===== src/rtl/transconv_requant_buffer.sv =====
// Requantises transconv accumulator pixels (rounding shift, optional ReLU, int8 saturation) and buffers them for raster output.
// Latency: 3 cycles from input accept to out_valid with an empty buffer (shift stage, clamp stage, output register).
// Backpressure: credit based, in_ready drops once buffered plus in-flight pixels reach DEPTH; outputs hold while out_ready is low.
module transconv_requant_buffer #(
   parameter int IN_W         = 20,
   parameter int OUT_W        = 8,
   parameter int IMAGE_WIDTH  = 8,
   parameter int IMAGE_HEIGHT = 8,
   parameter int DEPTH        = 16
) (
   input  logic                    clk,
   input  logic                    rst,
   input  logic signed [IN_W-1:0]  in_pixel,
   input  logic                    in_valid,
   output logic                    in_ready,
   input  logic [4:0]              shift,
   input  logic                    relu_en,
   output logic signed [OUT_W-1:0] out_pixel,
   output logic                    out_valid,
   input  logic                    out_ready,
   output logic                    out_last_col,
   output logic                    out_last_frame,
   output logic [15:0]             sat_count
);

   localparam int AW   = $clog2(DEPTH);
   localparam int OCW  = $clog2(DEPTH + 4) + 1;
   localparam int COLS = 2 * IMAGE_WIDTH;
   localparam int ROWS = 2 * IMAGE_HEIGHT;
   localparam int XW   = (COLS > 1) ? $clog2(COLS) : 1;
   localparam int YW   = (ROWS > 1) ? $clog2(ROWS) : 1;

   localparam logic signed [IN_W:0] SAT_MAX = (IN_W + 1)'(2 ** (OUT_W - 1) - 1);
   localparam logic signed [IN_W:0] SAT_MIN = ~SAT_MAX;
   localparam logic [OUT_W-1:0]     PIX_MAX = {1'b0, {(OUT_W - 1){1'b1}}};
   localparam logic [OUT_W-1:0]     PIX_MIN = {1'b1, {(OUT_W - 1){1'b0}}};

   // control and input-side state
   logic                    r_started;
   logic [XW-1:0]           r_in_col;
   logic [YW-1:0]           r_in_row;
   logic [4:0]              r_cfg_shift;
   logic                    r_cfg_relu;

   // pipeline registers
   logic                    r_s1_vld;
   logic                    r_s1_relu;
   logic signed [IN_W:0]    r_s1_val;
   logic                    r_s2_vld;
   logic                    r_s2_sat;
   logic [OUT_W-1:0]        r_s2_pix;

   // buffer storage behind the output register
   logic [OUT_W-1:0]        r_mem [DEPTH];
   logic [AW-1:0]           r_wr_ptr;
   logic [AW-1:0]           r_rd_ptr;
   logic [AW:0]             r_mem_cnt;

   // output register and raster position
   logic                    r_out_vld;
   logic [OUT_W-1:0]        r_out_pix;
   logic                    r_out_last_col;
   logic                    r_out_last_frame;
   logic [XW-1:0]           r_out_col;
   logic [YW-1:0]           r_out_row;
   logic [15:0]             r_sat_cnt;

   logic                    w_accept;
   logic                    w_first;
   logic [OCW-1:0]          w_occ;
   logic [4:0]              w_shift;
   logic                    w_relu;
   logic signed [IN_W:0]    w_ext;
   logic signed [IN_W:0]    w_rnd;
   logic signed [IN_W:0]    w_sum;
   logic signed [IN_W:0]    w_shr;
   logic signed [IN_W:0]    w_relu_val;
   logic [OUT_W-1:0]        w_s2_pix;
   logic                    w_s2_sat;
   logic                    w_out_free;
   logic                    w_mem_pop;
   logic                    w_bypass;
   logic                    w_mem_push;
   logic                    w_load;
   logic [OUT_W-1:0]        w_load_pix;

   // Credits cover everything already accepted: buffered pixels, the output register and both pipeline stages.
   assign w_occ    = OCW'(r_mem_cnt) + OCW'(r_out_vld) + OCW'(r_s1_vld) + OCW'(r_s2_vld);
   assign in_ready = r_started && (w_occ < OCW'(DEPTH));
   assign w_accept = in_valid && in_ready;
   assign w_first  = w_accept && (r_in_col == '0) && (r_in_row == '0);

   // Output side: the output register is refilled from the buffer first; a fresh pixel bypasses only when the buffer is empty.
   assign w_out_free = !r_out_vld || out_ready;
   assign w_mem_pop  = w_out_free && (r_mem_cnt != '0);
   assign w_bypass   = w_out_free && (r_mem_cnt == '0) && r_s2_vld;
   assign w_mem_push = r_s2_vld && !w_bypass;
   assign w_load     = w_mem_pop || w_bypass;
   assign w_load_pix = w_mem_pop ? r_mem[r_rd_ptr] : r_s2_pix;

   assign out_valid      = r_out_vld;
   assign out_pixel      = r_out_pix;
   assign out_last_col   = r_out_last_col;
   assign out_last_frame = r_out_last_frame;
   assign sat_count      = r_sat_cnt;

   // Stage 1 datapath: round-half-up arithmetic shift, config taken live on a frame's first pixel
   always_comb begin
      w_shift = w_first ? shift : r_cfg_shift;
      w_relu  = w_first ? relu_en : r_cfg_relu;
      w_ext   = {in_pixel[IN_W-1], in_pixel};
      w_rnd   = '0;
      if (w_shift != 5'd0) begin
         w_rnd = (IN_W + 1)'(1) << (w_shift - 5'd1);
      end
      w_sum   = w_ext + w_rnd;
      w_shr   = w_sum >>> w_shift;
   end

   // Stage 2 datapath: ReLU then clamp to the output range; only clamping raises the saturation flag
   always_comb begin
      w_relu_val = r_s1_val;
      if (r_s1_relu && (r_s1_val < 0)) begin
         w_relu_val = '0;
      end
      w_s2_sat = 1'b0;
      w_s2_pix = w_relu_val[OUT_W-1:0];
      if (w_relu_val > SAT_MAX) begin
         w_s2_pix = PIX_MAX;
         w_s2_sat = 1'b1;
      end else if (w_relu_val < SAT_MIN) begin
         w_s2_pix = PIX_MIN;
         w_s2_sat = 1'b1;
      end
   end

   // Hold in_ready low for the first cycle after reset
   always_ff @(posedge clk or posedge rst) begin
      if (rst) begin
         r_started <= 1'b0;
      end else begin
         r_started <= 1'b1;
      end
   end

   // Input raster position and per-frame configuration latch
   always_ff @(posedge clk or posedge rst) begin
      if (rst) begin
         r_in_col    <= '0;
         r_in_row    <= '0;
         r_cfg_shift <= '0;
         r_cfg_relu  <= 1'b0;
      end else if (w_accept) begin
         if (r_in_col == XW'(COLS - 1)) begin
            r_in_col <= '0;
            r_in_row <= (r_in_row == YW'(ROWS - 1)) ? '0 : r_in_row + 1'b1;
         end else begin
            r_in_col <= r_in_col + 1'b1;
         end
         if (w_first) begin
            r_cfg_shift <= shift;
            r_cfg_relu  <= relu_en;
         end
      end
   end

   // Two-stage pipeline registers
   always_ff @(posedge clk or posedge rst) begin
      if (rst) begin
         r_s1_vld  <= 1'b0;
         r_s1_relu <= 1'b0;
         r_s1_val  <= '0;
         r_s2_vld  <= 1'b0;
         r_s2_sat  <= 1'b0;
         r_s2_pix  <= '0;
      end else begin
         r_s1_vld <= w_accept;
         if (w_accept) begin
            r_s1_val  <= w_shr;
            r_s1_relu <= w_relu;
         end
         r_s2_vld <= r_s1_vld;
         if (r_s1_vld) begin
            r_s2_pix <= w_s2_pix;
            r_s2_sat <= w_s2_sat;
         end
      end
   end

   // Buffer storage write port; contents are don't-care until written
   always_ff @(posedge clk) begin
      if (w_mem_push) begin
         r_mem[r_wr_ptr] <= r_s2_pix;
      end
   end

   // Buffer pointers and occupancy
   always_ff @(posedge clk or posedge rst) begin
      if (rst) begin
         r_wr_ptr  <= '0;
         r_rd_ptr  <= '0;
         r_mem_cnt <= '0;
      end else begin
         if (w_mem_push) begin
            r_wr_ptr <= r_wr_ptr + 1'b1;
         end
         if (w_mem_pop) begin
            r_rd_ptr <= r_rd_ptr + 1'b1;
         end
         if (w_mem_push && !w_mem_pop) begin
            r_mem_cnt <= r_mem_cnt + 1'b1;
         end else if (!w_mem_push && w_mem_pop) begin
            r_mem_cnt <= r_mem_cnt - 1'b1;
         end
      end
   end

   // Output register with raster markers; position advances each time a pixel is presented
   always_ff @(posedge clk or posedge rst) begin
      if (rst) begin
         r_out_vld        <= 1'b0;
         r_out_pix        <= '0;
         r_out_last_col   <= 1'b0;
         r_out_last_frame <= 1'b0;
         r_out_col        <= '0;
         r_out_row        <= '0;
      end else if (w_load) begin
         r_out_vld        <= 1'b1;
         r_out_pix        <= w_load_pix;
         r_out_last_col   <= (r_out_col == XW'(COLS - 1));
         r_out_last_frame <= (r_out_col == XW'(COLS - 1)) && (r_out_row == YW'(ROWS - 1));
         if (r_out_col == XW'(COLS - 1)) begin
            r_out_col <= '0;
            r_out_row <= (r_out_row == YW'(ROWS - 1)) ? '0 : r_out_row + 1'b1;
         end else begin
            r_out_col <= r_out_col + 1'b1;
         end
      end else if (w_out_free) begin
         r_out_vld <= 1'b0;
      end
   end

   // Per-frame saturation counter: cleared by a frame's first accepted pixel, sticky at all-ones
   always_ff @(posedge clk or posedge rst) begin
      if (rst) begin
         r_sat_cnt <= '0;
      end else if (w_first) begin
         r_sat_cnt <= '0;
      end else if (r_s2_vld && r_s2_sat && (r_sat_cnt != 16'hFFFF)) begin
         r_sat_cnt <= r_sat_cnt + 16'd1;
      end
   end

endmodule


===== config.mk =====
export PLATFORM = sky130hd
export DESIGN_NAME = transconv_requant_buffer
export DESIGN_NICKNAME = d
export VERILOG_FILES = /design/src/rtl/transconv_requant_buffer.sv
export SDC_FILE = /design/constraint.sdc
export NUM_CORES = 1
export LEC_CHECK = 0
export CAP_MARGIN = 10
export CELL_PAD_IN_SITES_DETAIL_PLACEMENT = 0
export CELL_PAD_IN_SITES_GLOBAL_PLACEMENT = 1
export CORE_MARGIN = 2
export CORE_UTILIZATION = 30
export DETAILED_ROUTE_END_ITERATION = 8
export PLACE_DENSITY = 0.63
export SYNTH_ARGS = -nofsm -noshare
export SYNTH_HDL_FRONTEND = slang
export SYNTH_SLANG_ARGS = --single-unit

===== constraint.sdc =====
create_clock -name clk -period 6.36 [get_ports clk]
set_clock_uncertainty 0.2 [all_clocks]
set_input_delay 1.59 -clock clk [delete_from_list [all_inputs] [get_ports clk]]
set_output_delay 1.59 -clock clk [all_outputs]
set_load 0.03 [all_outputs]

==> impl_metrics.json <==
{
  "cts.hold.buffers_added": 0,
  "ys_seq_area_frac": 0.5339,
  "first_iter_violations": 436,
  "slowest_stage": "clkdlybuf4s50_1",
  "cts-root-buf": "clkbuf_16",
  "setup_tns_ns": 0,
  "grt_usage": 0.1433,
  "final_cell_mix": "128 x edfxtp_1, 127 x buf_4, 104 x nor2_1",
  "routedWlPerCell_um": 16.98,
  "setup_slack_ns": 0.4375,
  "detail-route-antenna-nets": 0,
  "grt_max_degree": 64,
  "dp_hpwl_mm": 21.17,
  "grt_pass1_wl_mm": 46.79,
  "cts.path.max_buffers": 3,
  "dp_slack_ns": -0.2890,
  "max_freq_mhz": 168.8,
  "clock_latency_ns": 0.52,
  "syn_area_sq_um": 11650,
  "power_mw": 5.326,
  "ios": 58,
  "vdd_drop_max_uv": 151.2,
  "cts_tree": "yes",
  "postRouteWirelength_mm": 28.53,
  "path_class": "input pin to flop",
  "leakage_nw": 5.534,
  "portBuffers": 57,
  "vias_per_cell": 4.910,
  "max_stage_delay_ns": 0.50,
  "post_synth_num_cell_types": 87,
  "grt_pass1_vias": 8399,
  "die_w_um": 201.1,
  "route.detailed.drc": 0,
  "gr-total-overflow": 0,
  "nFillCells": 3784,
  "holdWs_ns": 0.2723,
  "period_share": 0.9312,
  "antenna_found_initial": 0,
  "dieHeight_um": 201.1,
  "drv_slew": 0,
  "synth_edf_count": 128,
  "critPathTopFamily": "compound AO/OA/AOI/OAI gates",
  "dieArea_sq_um": 40430,
  "hold_violations": 0,
  "synth_async_sr_flop_share": 0.4260,
  "multi_input_comb_area_sq_um": 5162,
  "post-route-min-period_ns": 5.922,
  "outcome": "finished, final reports clean",
  "worstMarginPinSlew_ns": 0.8060,
  "ys_ff_latch": 223,
  "synth_nets": 1047,
  "clk_pin_slew_ns": 0.06,
  "place_area_sq_um": 13620,
  "yosys_warnings": 0,
  "setup_viol": 0,
  "final_common_cell": "edfxtp_1",
  "cp_max_fo": 6,
  "diodes": 0,
  "ff_latch_area_sq_um": 6222,
  "fin_nets": 1212,
  "power-per-cell-area_nw_per_um2": 367.8,
  "drive_gt1_frac": 0.2151,
  "cts_htree_levels": 1,
  "startpoint_type": "input pin",
  "critPathRequiredTime_ns": 6.58,
  "cp.buffers_inverters": 3,
  "cp.arrival_ns": 6.15,
  "gp_congestion": 0.8559,
  "syn_inst": 978,
  "num_vias": 8248,
  "drt_pass1_iterations": 5,
  "fin_area_sq_um": 14480,
  "crit_path_end_kind": "flop",
  "hp-class": "flop to flop",
  "synth_flop_cell": "edfxtp_1",
  "start_util": 0.3029,
  "core_sq_um": 38470,
  "path_cells": "clkdlybuf4s50_1 > o2111ai_2 > inv_2 > and2_4 > mux2i_2 > inv_1 > nand2_1 > nor2_1 > ha_1 > a2111oi_0 > o21ai_1 > a21oi_1 > mux2_2 > or3_1 > o211ai_2 > o21ai_2 > o211a_1 > o41ai_2",
  "syn_to_final_growth_pct": 24.27,
  "dpl.cell_count": 1634,
  "final_cells": 1680,
  "finish.utilization": 0.3764,
  "syn_avg_cell_area_sq_um": 11.91,
  "cts_buffers": 25,
  "core.rowCount": 72,
  "rsz0062_at_grt": "no",
  "cts_sinks": 223,
  "drv_cap": 0,
  "maxSlewHeadroom": 0.4627
}
path summary, 6_finish.rpt:
kind | from | to | slack [ns] | depth (start not counted)
max in group asynchronous | rst | sat_count[6] | 3.62 | 3
min in group asynchronous | rst | r_out_col[3] | 1.39 | 2
worst max register to register | out_valid | r_s1_val[3] | 0.55 | 23
worst min register to register | out_last_frame | out_last_frame | 0.27 | 2
worst min-delay path | out_last_frame | out_last_frame | 0.27 | 2
worst max-delay path | in_valid | r_s1_val[3] | 0.44 | 18
cells in the mapped netlist (9+ instances only):
library cell / number / share of area
a21o_1: 9 / 0.0058
nand2_1: 103 / 0.033
xor2_1: 17 / 0.013
buf_1: 9 / 0.0029
nand3_1: 21 / 0.0090
nand4_1: 12 / 0.0064
a211oi_1: 16 / 0.010
mux2i_1: 29 / 0.025
edfxtp_1: 128 / 0.33
xnor2_1: 27 / 0.020
mux4_2: 41 / 0.079
nor2_1: 104 / 0.034
o21ai_0: 53 / 0.023
ha_1: 36 / 0.039
inv_1: 15 / 0.0048
a21oi_1: 53 / 0.023
dfrtp_1: 95 / 0.20
clkbuf_1: 23 / 0.0074
nor3_1: 15 / 0.0064
worst min-delay path: stages, from the launching register on:
cell and delay, ns:
dfrtp_1 0.34, nand2_1 0.05, o31ai_1 0.05
routing by layer:
metal / GRT usage / share of wire
met1: 0.1957 / 0.46
met2: 0.2446 / 0.49
met3: 0.01607 / 0.039
met4: 0.03307 / 0.013
met5: 0 / 0
sequential cells by signal (all words and copies together) (netlist names):
signal          flops
out_valid           1
r_in_row            4
out_pixel           8
r_out_row           4
r_out_col           4
r_in_col            4
r_started           1
r_mem             128
out_last_frame      1
r_cfg_shift         5
sat_count          16
r_s2_sat            1
r_s1_vld            1
r_mem_cnt           5
r_s2_pix            8
r_s1_val           21
r_s1_relu           1
r_wr_ptr            4
out_last_col        1
r_rd_ptr            4
r_s2_vld            1
kinds of logic after synthesis:
logic type / Yosys count / share of synthesized area
AOI/OAI and AO/OA: 218 / 0.1279
xor gates and xnor gates: 44 / 0.03307
adders and majority gates: 39 / 0.04381
buffers and inverters: 65 / 0.02470
DFF: 223 / 0.5339
muxes: 80 / 0.1143
other: 1 / 0.0003218
and+or+nand+nor: 308 / 0.1221
area by class of cell:
| type | instances | share of cell area |
|---|---|---|
| clock buffers | 28 | 0.04467 |
| repair buffers | 184 | 0.1052 |
| well taps | 518 | 0.04476 |
| multi-input cells | 690 | 0.3565 |
| inverters | 19 | 0.005098 |
| clock inverters | 18 | 0.01400 |
| flip-flops and latches | 223 | 0.4297 |
what timing repair did:
action / CTS / global route
resized for setup: 0 / 3
endpoints found under the setup margin: 0 / 9
setup buffers: 0 / 0
endpoints found under the hold margin: 0 / 0
power breakdown:
group | switching [mW] | internal [mW] | total, mW
sequential | 0.372 | 1.93 | 2.30
combinational | 0.793 | 0.759 | 1.55
clock | 0.578 | 0.896 | 1.47
total | 1.74 | 3.58 | 5.33
Power figures use the tool's default switching activity.
